### src/rtl/issue_scoreboard_if.sv
// Issue-stage bundle between the decoder/execute side and the scoreboard
// controller. The master side drives decode, writeback and branch-resolution
// information. The slave side (the controller) returns the issue handshake,
// the flush pulse and status.
interface issue_scoreboard_if #(
    parameter int MAX_OUTSTANDING = 4
);
    localparam int CW = $clog2(MAX_OUTSTANDING + 1);

    // decode side
    logic          id_valid;
    logic          id_ready;
    logic          rs1_use;
    logic          rs2_use;
    logic          rd_use;
    logic [4:0]    rs1_addr;
    logic [4:0]    rs2_addr;
    logic [4:0]    rd_addr;
    logic          mem_op;
    logic          mdu_op;
    logic          is_branch;

    // long-latency writeback
    logic          wb_valid;
    logic [4:0]    wb_addr;

    // branch resolution
    logic          br_resolved;
    logic          br_taken;

    // controller outputs
    logic          id_flush;
    logic          busy;
    logic [31:0]   sb_pending;
    logic [CW-1:0] outstanding_cnt;

    modport master (
        output id_valid, rs1_use, rs2_use, rd_use, rs1_addr, rs2_addr, rd_addr,
        output mem_op, mdu_op, is_branch, wb_valid, wb_addr, br_resolved, br_taken,
        input  id_ready, id_flush, busy, sb_pending, outstanding_cnt
    );

    modport slave (
        input  id_valid, rs1_use, rs2_use, rd_use, rs1_addr, rs2_addr, rd_addr,
        input  mem_op, mdu_op, is_branch, wb_valid, wb_addr, br_resolved, br_taken,
        output id_ready, id_flush, busy, sb_pending, outstanding_cnt
    );
endinterface

### src/rtl/issue_scoreboard_ctrl.sv
// Decode-stage issue controller.
// Tracks destination registers of in-flight long-latency ops (loads and MDU)
// in a 32-entry pending scoreboard. Issue is stalled when any of these holds:
//   - a source or destination hits a pending entry (RAW/WAW),
//   - the outstanding-op budget is full for a long-latency op,
//   - one branch is still unresolved.
// A taken branch resolution produces a one-cycle registered flush pulse.
module issue_scoreboard_ctrl #(
    parameter int MAX_OUTSTANDING = 4
) (
    input  logic               clk,
    input  logic               rst,
    issue_scoreboard_if.slave  bus
);
    localparam int            CW      = $clog2(MAX_OUTSTANDING + 1);
    localparam logic [CW-1:0] CNT_MAX = CW'(MAX_OUTSTANDING);

    typedef enum logic [0:0] {
        ST_ISSUE   = 1'b0,
        ST_BR_WAIT = 1'b1
    } state_t;

    state_t        state_reg;
    logic          flush_reg;
    logic [31:0]   sb_reg;
    logic [31:0]   sb_next;
    logic [CW-1:0] cnt_reg;
    logic [CW-1:0] cnt_next;

    logic          longlat;
    logic          hazard;
    logic          budget_full;
    logic          ready;
    logic          issue;
    logic          sb_set;
    logic          cnt_inc;
    logic          cnt_dec;

    // Only ops that actually write a real register occupy a scoreboard slot.
    // A write to x0 is not tracked, and neither is an op without a destination.
    assign longlat = (bus.mem_op | bus.mdu_op) & bus.rd_use & (bus.rd_addr != 5'd0);

    // Hazards are judged against the registered scoreboard only. A writeback
    // in the same cycle releases the stall one cycle later, not immediately.
    assign hazard = (bus.rs1_use & sb_reg[bus.rs1_addr])
                  | (bus.rs2_use & sb_reg[bus.rs2_addr])
                  | (bus.rd_use  & sb_reg[bus.rd_addr]);

    assign budget_full = longlat & (cnt_reg == CNT_MAX);

    // Ready does not look at id_valid, so there is no valid->ready
    // combinational path. Ready is also held low during reset.
    assign ready = ~rst & (state_reg == ST_ISSUE) & ~hazard & ~budget_full;
    assign issue = bus.id_valid & ready;

    assign sb_set  = issue & longlat;
    assign cnt_inc = sb_set;
    // A writeback always retires one op, even if its bit was already clear.
    // The count saturates at zero so a stale writeback after reset is harmless.
    assign cnt_dec = bus.wb_valid & (cnt_reg != '0);

    // Per-register next-state. When the set and the clear hit the same
    // register, the set wins. Entry 0 (x0) is never pending.
    assign sb_next[0] = 1'b0;
    for (genvar gi = 1; gi < 32; gi++) begin : g_sb
        logic set_hit;
        logic clr_hit;
        assign set_hit     = sb_set & (bus.rd_addr == 5'(gi));
        assign clr_hit     = bus.wb_valid & (bus.wb_addr == 5'(gi));
        assign sb_next[gi] = set_hit | (sb_reg[gi] & ~clr_hit);
    end

    // Outstanding count: an issue and a retire in the same cycle cancel out.
    always_comb begin
        cnt_next = cnt_reg;
        case ({cnt_inc, cnt_dec})
            2'b10:   cnt_next = cnt_reg + CW'(1);
            2'b01:   cnt_next = cnt_reg - CW'(1);
            default: cnt_next = cnt_reg;
        endcase
    end

    // Scoreboard and outstanding-count registers.
    always_ff @(posedge clk) begin
        if (rst) begin
            sb_reg  <= '0;
            cnt_reg <= '0;
        end else begin
            sb_reg  <= sb_next;
            cnt_reg <= cnt_next;
        end
    end

    // Branch FSM with registered flush. While in BR_WAIT, writebacks keep
    // updating the scoreboard. A resolution seen in ISSUE is ignored.
    always_ff @(posedge clk) begin
        if (rst) begin
            state_reg <= ST_ISSUE;
            flush_reg <= 1'b0;
        end else begin
            flush_reg <= 1'b0;
            case (state_reg)
                ST_ISSUE: begin
                    if (issue && bus.is_branch) begin
                        state_reg <= ST_BR_WAIT;
                    end
                end
                ST_BR_WAIT: begin
                    if (bus.br_resolved) begin
                        state_reg <= ST_ISSUE;
                        flush_reg <= bus.br_taken;
                    end
                end
                default: state_reg <= ST_ISSUE;
            endcase
        end
    end

    assign bus.id_ready        = ready;
    assign bus.id_flush        = flush_reg;
    assign bus.sb_pending      = sb_reg;
    assign bus.outstanding_cnt = cnt_reg;
    assign bus.busy            = (state_reg != ST_ISSUE) | (cnt_reg != '0);

endmodule

### src/flat_wrapper.sv
// flat-port wrapper written by rule: the top's interface ports become plain ports
module issue_scoreboard_ctrl_flat 
#(
    parameter int MAX_OUTSTANDING = 4
)
  (clk, rst, bus_id_valid, bus_rs1_use, bus_rs2_use, bus_rd_use, bus_rs1_addr, bus_rs2_addr, bus_rd_addr, bus_mem_op, bus_mdu_op, bus_is_branch, bus_wb_valid, bus_wb_addr, bus_br_resolved, bus_br_taken, bus_id_ready, bus_id_flush, bus_busy, bus_sb_pending, bus_outstanding_cnt);
  issue_scoreboard_if #(.MAX_OUTSTANDING(MAX_OUTSTANDING)) bus_i ();
  input  logic clk;
  input  logic rst;
  input wire logic [$bits(bus_i.id_valid)-1:0] bus_id_valid;
  input wire logic [$bits(bus_i.rs1_use)-1:0] bus_rs1_use;
  input wire logic [$bits(bus_i.rs2_use)-1:0] bus_rs2_use;
  input wire logic [$bits(bus_i.rd_use)-1:0] bus_rd_use;
  input wire logic [$bits(bus_i.rs1_addr)-1:0] bus_rs1_addr;
  input wire logic [$bits(bus_i.rs2_addr)-1:0] bus_rs2_addr;
  input wire logic [$bits(bus_i.rd_addr)-1:0] bus_rd_addr;
  input wire logic [$bits(bus_i.mem_op)-1:0] bus_mem_op;
  input wire logic [$bits(bus_i.mdu_op)-1:0] bus_mdu_op;
  input wire logic [$bits(bus_i.is_branch)-1:0] bus_is_branch;
  input wire logic [$bits(bus_i.wb_valid)-1:0] bus_wb_valid;
  input wire logic [$bits(bus_i.wb_addr)-1:0] bus_wb_addr;
  input wire logic [$bits(bus_i.br_resolved)-1:0] bus_br_resolved;
  input wire logic [$bits(bus_i.br_taken)-1:0] bus_br_taken;
  output wire logic [$bits(bus_i.id_ready)-1:0] bus_id_ready;
  output wire logic [$bits(bus_i.id_flush)-1:0] bus_id_flush;
  output wire logic [$bits(bus_i.busy)-1:0] bus_busy;
  output wire logic [$bits(bus_i.sb_pending)-1:0] bus_sb_pending;
  output wire logic [$bits(bus_i.outstanding_cnt)-1:0] bus_outstanding_cnt;
  assign bus_i.id_valid = bus_id_valid;
  assign bus_i.rs1_use = bus_rs1_use;
  assign bus_i.rs2_use = bus_rs2_use;
  assign bus_i.rd_use = bus_rd_use;
  assign bus_i.rs1_addr = bus_rs1_addr;
  assign bus_i.rs2_addr = bus_rs2_addr;
  assign bus_i.rd_addr = bus_rd_addr;
  assign bus_i.mem_op = bus_mem_op;
  assign bus_i.mdu_op = bus_mdu_op;
  assign bus_i.is_branch = bus_is_branch;
  assign bus_i.wb_valid = bus_wb_valid;
  assign bus_i.wb_addr = bus_wb_addr;
  assign bus_i.br_resolved = bus_br_resolved;
  assign bus_i.br_taken = bus_br_taken;
  assign bus_id_ready = bus_i.id_ready;
  assign bus_id_flush = bus_i.id_flush;
  assign bus_busy = bus_i.busy;
  assign bus_sb_pending = bus_i.sb_pending;
  assign bus_outstanding_cnt = bus_i.outstanding_cnt;
  issue_scoreboard_ctrl #(.MAX_OUTSTANDING(MAX_OUTSTANDING)) u_core (.clk(clk), .rst(rst), .bus(bus_i));
endmodule
### config.mk
export PLATFORM = sky130hd
export DESIGN_NAME = issue_scoreboard_ctrl_flat
export DESIGN_NICKNAME = d
export VERILOG_FILES = /design/src/rtl/issue_scoreboard_if.sv /design/src/rtl/issue_scoreboard_ctrl.sv /design/src/flat_wrapper.sv
export SDC_FILE = /design/constraint.sdc
export NUM_CORES = 1
export LEC_CHECK = 0
export BUFFER_PORTS_ARGS = -buffer_cell sky130_fd_sc_hd__buf_4
export CORE_MARGIN = 2
export CORE_UTILIZATION = 57
export DETAILED_ROUTE_END_ITERATION = 16
export PLACE_DENSITY = 0.92
export RECOVER_POWER = 25
export SLEW_MARGIN = 20
export SYNTH_ARGS = -nofsm -noshare
export SYNTH_HDL_FRONTEND = slang
export SYNTH_SLANG_ARGS = --single-unit
### constraint.sdc
create_clock -name clk -period 5.4 [get_ports clk]
set_clock_uncertainty 0.2 [all_clocks]
set_input_delay 0.81 -clock clk [delete_from_list [all_inputs] [get_ports clk]]
set_output_delay 0.81 -clock clk [all_outputs]
set_load 0.02 [all_outputs]
## Word level (Yosys, flattened, before mapping)

Index checks and enable logic that the tools add are counted.

- Add/sub/neg operators: 2
- Multipliers: 0
- Div/mod/pow operators: 0
- Magnitude comparators: 3
- Eq/ne operators: 65
- Shift-type cells: 0
- Muxes and demuxes: 10
- Bitwise operators: 176
- Reduce and logical (&&, ||, !) cells: 5

Operators with widths:

| operator | number |
|---|---|
| $eq 5x5->1 const B | 32 |
| $and 1x1->1 | 105 |
| $eq 5x4->1 const B | 16 |
| $eq 5x3->1 const B | 8 |
| $not 1->1 | 36 |
| $or 1x1->1 | 35 |
| $eq 5x2->1 const B | 4 |
| $lt 5x6->1 const B | 3 |
| $bmux 1 s5 | 3 |
| $eq 5x1->1 const B | 2 |
| $pmux 3 s2 | 1 |
| $mux 1 | 5 |
| $reduce_bool 5->1 | 1 |
| $add 3x1->3 const B | 1 |
| $eq 3x3->1 const B | 1 |
| $reduce_bool 3->1 | 1 |
| $reduce_or 3->1 | 1 |
| $sub 3x1->3 const B | 1 |
| $eq 2x1->1 const B | 1 |
| $eq 2x2->1 const B | 1 |
| $pmux 1 s2 | 1 |
| $reduce_bool 2->1 | 1 |
| $logic_and 1x1->1 | 1 |

- Bits in registers: 37
- Latch bits: 0
- RAM bits: 0
- Bits in read-only memories: 0
- Input port bits: 32
- Output and inout bits: 38
- Logic and storage cells: 266
- Memories kept: 0

## Logic depth before layout (Yosys ltp)

Gate-level depths: netlist of run 1.

- Word-level depth: 12
- Gate-level depth with buffers: 16
- Depth with buffers taken out: 13

## Worst setup path after synthesis of run 1

OpenSTA, ideal clock, no wires.

- Path type: input -> output
- Start point: input port bus_rs1_addr[1]
- End point: output port bus_id_ready
- Arrival time: 3.144 ns
- Data required time: 4.390 ns
- Setup slack: 1.246 ns
- Cell stages on the path: 10
- Path buffers: 3
- Cells stage by stage: clkbuf_1 clkbuf_1 mux2i_1 a311oi_1 o211ai_1 o21ai_0 a311oi_1 nand3_2 buf_2 nor4_1

- Longest elaborated chain between the ends: 8

RTL lines:

| element | line | text |
|---|---|---|
| start: declaration | flat_wrapper.sv:14 | `input wire logic [$bits(bus_i.rs1_addr)-1:0] bus_rs1_addr;` |
| $bmux 1 s5 | issue_scoreboard_ctrl.sv:45 | `assign hazard = (bus.rs1_use & sb_reg[bus.rs1_addr])` |
| $mux 1 (not written as such) | issue_scoreboard_ctrl.sv:45 |  |
| $and 1x1->1 | issue_scoreboard_ctrl.sv:45 |  |
| $or 1x1->1 | issue_scoreboard_ctrl.sv:46 | `\| (bus.rs2_use & sb_reg[bus.rs2_addr])` |
| $or 1x1->1 | issue_scoreboard_ctrl.sv:47 | `\| (bus.rd_use & sb_reg[bus.rd_addr]);` |
| $not 1->1 | issue_scoreboard_ctrl.sv:53 | `assign ready = ~rst & (state_reg == ST_ISSUE) & ~hazard & ~budget_full;` |
| $and 1x1->1 (2 in a row) | issue_scoreboard_ctrl.sv:53 |  |
| end: declaration | flat_wrapper.sv:24 | `output wire logic [$bits(bus_i.id_ready)-1:0] bus_id_ready;` |

Every way passes these cells. The select of a mux whose other input is x is not followed.

## Worst setup path in the final report of run 1

- Start point: input port bus_rd_addr[0]
- End point: output port bus_id_ready

- Longest elaborated chain between the ends: 7
- Elaborated cells between the ends (all ways): 11
- Classes of those cells: mux: 2; bitwise: 8; reduce/logical: 1

RTL lines:

| element | line | text |
|---|---|---|
| start: declaration | flat_wrapper.sv:16 | `input wire logic [$bits(bus_i.rd_addr)-1:0] bus_rd_addr;` |
| $bmux 1 s5 | issue_scoreboard_ctrl.sv:47 |  |
| $mux 1 (not written as such) | issue_scoreboard_ctrl.sv:47 |  |
| $and 1x1->1 | issue_scoreboard_ctrl.sv:47 |  |
| $or 1x1->1 | issue_scoreboard_ctrl.sv:47 |  |
| $not 1->1 | issue_scoreboard_ctrl.sv:53 |  |
| $and 1x1->1 | issue_scoreboard_ctrl.sv:53 |  |
| $and 1x1->1 (*) | issue_scoreboard_ctrl.sv:53 |  |

Mark *: on every way between the ends. The rest lies on a longest branch, timed or not. The select of a mux whose other input is x is not followed.

==> results of run 1 <==
## cells by family (layout without fill, tap and decap cells)
logic type	Yosys count	in the layout	synth area share, %
fa+ha+maj	2	2	1.25
flops	36	36	27.7
buf+inv	39	86	6.36
other cells	1	1	0.144
simple gates	98	98	19.8
mux	35	35	20.4
xor+xnor	2	2	0.674
compound gates	74	74	23.6
## final timing paths
check	startpoint	to	slack (ps)	cells after the start
max	bus_rd_addr[0]	bus_id_ready	1380	7
min	u_core.state_reg	u_core.state_reg	350	2
max reg2reg	u_core.bus.sb_pending[21]	u_core.bus.outstanding_cnt[2]	1950	13
min reg2reg	u_core.state_reg	u_core.state_reg	350	2
## metal layers
metal / up-vias / GRT usage [%] / part of all wire (%)
li1: 1235 / - / -
met2: 222 / 53.0 / 48
met4: 0 / 12.8 / 2.8
met3: 35 / 6.05 / 12
met5: - / 0 / 0
met1: 1314 / 43.4 / 38
## stage by stage
stage,hold WS [ps],setup slack (ps)
detailed placement,323,1280
CTS,344,1370
finish,348,1380
floorplan,291,1250
global route,385,1150
global placement,324,1410
## cell usage in the layout, fill, tap and decap left out, types with 3 or more instances in the layout
cell type and instances:
a21oi_1 8, a311oi_1 3, buf_4 52, clkbuf_1 19, clkbuf_8 5, dfxtp_1 36, inv_1 9, mux2_2 4
mux2i_1 17, mux4_2 14, nand2_1 18, nand2b_1 7, nand3_1 27, nand3b_1 5, nand4_1 5, nor2_1 15
nor3_1 3, o211ai_1 12, o21ai_0 3, o311ai_0 9, o41ai_1 26, o41ai_2 4, or2_2 3, or3_1 4
## cell type report
| class | instances | area (µm²) | area share (%) |
|---|---|---|---|
| flip-flops and latches | 36 | 721 | 23.5 |
| well taps | 52 | 65.1 | 2.12 |
| multi-input cells | 212 | 1710 | 55.8 |
| clock buffers | 6 | 72.6 | 2.37 |
| clock inverters | 1 | 5.00 | 0.163 |
| repair buffers | 70 | 458 | 14.9 |
| inverters | 9 | 33.8 | 1.10 |
## power by group
part	switching, mW	internal [mW]	total (mW)
clock network	0.0899	0.0876	0.177
registers	0.00398	0.268	0.272
logic	0.0832	0.0475	0.131
## worst max-delay path, cell delays in order
cell and delay [ps]:
buf_4 210, mux4_2 510, mux4_2 470, o21ai_1 150
nand3_2 300, nor4_1 350, buf_4 200
## Yosys cell counts, types with 2 or more instances
cell type	instances	share of area (%)
a21oi_1	8	1.5
a311oi_1	3	1.0
and3_1	2	0.48
buf_2	6	1.2
clkbuf_1	21	3.0
dfxtp_1	36	28
inv_1	9	1.3
mux2_2	4	1.7
mux2i_1	17	6.6
mux4_2	14	12
nand2_1	18	2.6
nand2b_1	7	1.7
nand3_1	27	5.2
nand3b_1	5	1.4
nand4_1	5	1.2
nor2_1	15	2.2
nor2b_1	2	0.48
nor3_1	3	0.58
o211ai_1	12	3.5
o21ai_0	3	0.58
o311ai_0	9	3.0
o31ai_1	2	0.58
o41ai_1	26	8.8
o41ai_2	4	2.5
or2_2	3	0.72
or3_1	4	0.96
or3b_2	2	0.67
xor2_1	2	0.67
==> reports/qor.yml, run 1 <==
grt_pass1_wl_um: 13100
slew_viol_final: 0
initial_core_util_pct: 59.2
clk_path_buf_depth: 2
drt_wl_total_um: 8430
grt_setup_unrepaired: "false"
fin_crit_ps: 4020
globalplace.congestion: 0.962
ys_seq_area_share_pct: 27.7
cts_hold_buf: 0
drtIter0Drc: 351
worstMarginPinSlew_ps: 925
place_inst: 379
slew_headroom_pct: 38.3
hold_viol_final: 0
portBuffers: 68
post_cts_buffers: 0
endpoint_kind: "output pin"
hp-class: "register to register"
largest_reg_flops: 31
antenna_found_initial: 0
postLayoutCellArea_mm2: 0.00307
fmax_ghz: 0.249
rows: 24
wl_per_cell_um: 21.8
diodes: 0
synth-edff-count: 0
cts_tree: "yes"
fin_cells: 386
ys_warn_count: 0
ir_drop_uv: 172
syn_area_mm2: 0.00260
synth-seq-cells: 36
globalRouteTotalUtil_pct: 32.7
grt_pass1_vias: 2594
crit_type: "input pin to output pin"
drive_gt1_share_pct: 26.0
dr.pass1.iters: 5
final_util_pct: 69.9
synth.avg_cell_area_um2: 9.05
powerDensity_mw_per_mm2: 189
drcViolationCount: 0
die_h_um: 71.5
area_growth_pct: 18.1
clk_latency_ps: 290
fp.dieArea_mm2: 0.00511
drv_cap: 0
syn-num-nets: 321
outcome: "complete, no violations"
p_leak_nw: 1.14
finalPower_mw: 0.580
via_per_inst: 7.27
synthCells: 287
synth-async-reset-ratio_pct: 0
grt_max_degree: 35
post_dp_cell_area_mm2: 0.00306
final.fill_count: 388
hpwl_um: 6000
root_buffer: "clkbuf_8"
cts-resized-gates: 0
cp_data_required_time_ps: 4390
dieWidth_um: 71.5
clkTransAtPathRegs_ps: 70
drtAntennaViolNets: 0
coreArea_mm2: 0.00438
cts_buffers: 5
fin_tns_setup_ps: 0
gr-total-overflow: 0
critPathArrivalTime_ps: 3010
cts.sinks: 36
vias: 2806
io_pins: 70
cts_max_level: 2
synth_ff_type: "dfxtp_1"
synth.distinct_cells: 46
period_share_pct: 74.4
critPathMaxFanout: 15
startpoint_type: "input pin"
nets: 368
finalSetupViolCount: 0
(Power assumes the default switching activity.)
==> run 2, diff against run 1 <==
--- a/config.mk
+++ b/config.mk
@@ -7,9 +7,9 @@
 export LEC_CHECK = 0
 export BUFFER_PORTS_ARGS = -buffer_cell sky130_fd_sc_hd__buf_4
 export CORE_MARGIN = 2
-export CORE_UTILIZATION = 57
+export CORE_UTILIZATION = 53
 export DETAILED_ROUTE_END_ITERATION = 16
-export PLACE_DENSITY = 0.92
+export PLACE_DENSITY = 0.86
 export RECOVER_POWER = 25
 export SLEW_MARGIN = 20
 export SYNTH_ARGS = -nofsm -noshare
==> constraint.sdc (replaced) <==
create_clock -name clk -period 3.8 [get_ports clk]
set_clock_uncertainty 0.2 [all_clocks]
set_input_delay 0.57 -clock clk [delete_from_list [all_inputs] [get_ports clk]]
set_output_delay 0.57 -clock clk [all_outputs]
set_load 0.02 [all_outputs]
==> run 2 against run 1 <==
  * Register-to-register slack lost 1300 ps
  * Sequential power grew 42%
  * Hold slack lost 42 ps
  * Global-route usage shrank 3.3 points
  * Highest routed layer unchanged
==> reports/qor.yml, run 2 (synthesis results as in run 1) <==
cts_tree: "yes"
crit_path_frequent_cell: "buf_4"
finalPower_mw: 0.854  # +47%
critPathMaxFanout: 33  # +18
slew_headroom_pct: 9.93  # -28 points
startpoint_type: "input pin"
cp_slowest_cell: "mux4_2"
rr_startpoint: "u_core.bus.sb_pending[19]"
final.fill_count: 424  # +9.3%
final_common_cell: "buf_4"
clk_path_buf_depth: 2  # unchanged
post_dp_cell_area_mm2: 0.00308  # +0.86%
dr.pass1.iters: 5  # unchanged
grt_setup_unrepaired: "false"
coreArea_mm2: 0.00472  # +7.7%
fin_crit_ps: 3540
fmax_ghz: 0.282
fp.dieArea_mm2: 0.00548  # +7.1%
dieWidth_um: 74.0  # +3.5%
rows: 25  # +4.2%
via_per_inst: 6.85  # -5.8%
final_util_pct: 65.7  # -4.2 points
hold_viol_final: 0  # unchanged
hp-class: "input pin to register"
crit_chain: "buf_4 > mux4_2 > mux4_2 > o21ai_1 > nand3_2 > buf_4 > nor4_1 > buf_4"
antenna_found_initial: 0  # unchanged
period_share_pct: 93.2
slowest_delay_ps: 510  # about the same
grt_pass1_vias: 2434  # -6.2%
cts_buffers: 5  # unchanged
cp-startpoint: "bus_rd_addr[0]"
outcome: "complete, no violations"
dp_slack_ps: 213  # -1070 ps
root_buffer: "clkbuf_8"
fin_tns_setup_ps: 0  # unchanged
die_h_um: 74.0  # +3.5%
drive_gt1_share_pct: 26.2  # +0.14 points
grt_max_degree: 34  # -2.9%
wl_per_cell_um: 20.1  # -8.1%
critPathArrivalTime_ps: 2770  # -240 ps
drv_cap: 0  # unchanged
drtAntennaViolNets: 0  # unchanged
portBuffers: 68  # unchanged
place_inst: 395  # +4.2%
finalSetupViolCount: 0  # unchanged
drtIter0Drc: 385  # +9.7%
cts_hold_buf: 0  # unchanged
largest_reg_flops: 31  # unchanged
slew_viol_final: 0  # unchanged
crit_type: "input pin to output pin"
postLayoutCellArea_mm2: 0.00311  # +1.3%
nets: 369  # +0.27%
fin_hold_ws_ps: 306  # -42.0 ps
endpoint_kind: "output pin"
area_growth_pct: 19.6
initial_core_util_pct: 55.0  # -4.3 points
clk_latency_ps: 290  # about the same
globalRouteTotalUtil_pct: 29.4  # -3.3 points
ir_drop_uv: 189  # +9.8%
grt_pass1_wl_um: 12200  # -6.7%
clkTransAtPathRegs_ps: 70  # about the same
gr-total-overflow: 0  # unchanged
layout_common_cells: "buf_4, dfxtp_1, nand3_1"
cts.sinks: 36  # unchanged
globalplace.congestion: 0.947  # -1.6%
min_from: "rst"
powerDensity_mw_per_mm2: 275  # +45%
fin_cells: 403  # +4.4%
cts_max_level: 2  # unchanged
post_cts_buffers: 0  # unchanged
io_pins: 70  # unchanged
hpwl_um: 5940  # -0.99%
diodes: 0  # unchanged
p_leak_nw: 1.15  # +0.87%
setup_slack_ps: 257  # -1120 ps
drt_wl_total_um: 8090  # -4.0%
worstMarginPinSlew_ps: 1350  # +426 ps
cts-resized-gates: 0  # unchanged
cp_data_required_time_ps: 3030  # -1360 ps
vias: 2760  # -1.6%
drcViolationCount: 0  # unchanged
## run 2: cell count changes in the layout (fill, tap and decap cells not counted), sizes merged
cell | before | now
buf | 52 | 53
clkbuf | 24 | 26
clkinv | 1 | 0
## run 2: path summary, 6_finish.rpt
| path | depth (start not counted) | to | slack [ps] |
|---|---|---|---|
| min | 2 | u_core.bus.outstanding_cnt[2] | 310 |
| min reg2reg | 2 | u_core.bus.outstanding_cnt[2] | 340 |
| max reg2reg | 13 | u_core.bus.outstanding_cnt[2] | 620 |
| max | 8 | bus_id_ready | 260 |
## run 2: per-layer routing
| metal | GRT usage (%) | share of wire (%) |
|---|---|---|
| met1 | 39.8 | 41 |
| met2 | 47.0 | 48 |
| met4 | 10.5 | 2.2 |
| met3 | 6.10 | 9.4 |
| met5 | 0 | 0 |
## run 2: power by group
part           leakage [nW]  switching (mW)  total, mW  internal [mW]
Clock                0.0455           0.135      0.283          0.148
Combinational         0.816           0.117      0.184         0.0675
Sequential            0.290         0.00566      0.387          0.381
Total                  1.15           0.257      0.854          0.597
## run 2: critical path, delay by kind of cell
family / cells / cell delay (ps)
buf+inv: 3 / 680
mux: 2 / 980
simple gates: 2 / 380
compound gates: 1 / 150
## run 2: final cells by class
| cell class | count | area (µm²) | area share [%] |
|---|---|---|---|
| Clock buffer | 8 | 90.1 | 2.90 |
| Inverter | 9 | 33.8 | 1.09 |
| Multi-Input combinational cell | 212 | 1710 | 55.1 |
| Sequential cell | 36 | 721 | 23.2 |
| Tap cell | 67 | 83.8 | 2.70 |
| Timing Repair Buffer | 71 | 465 | 15.0 |
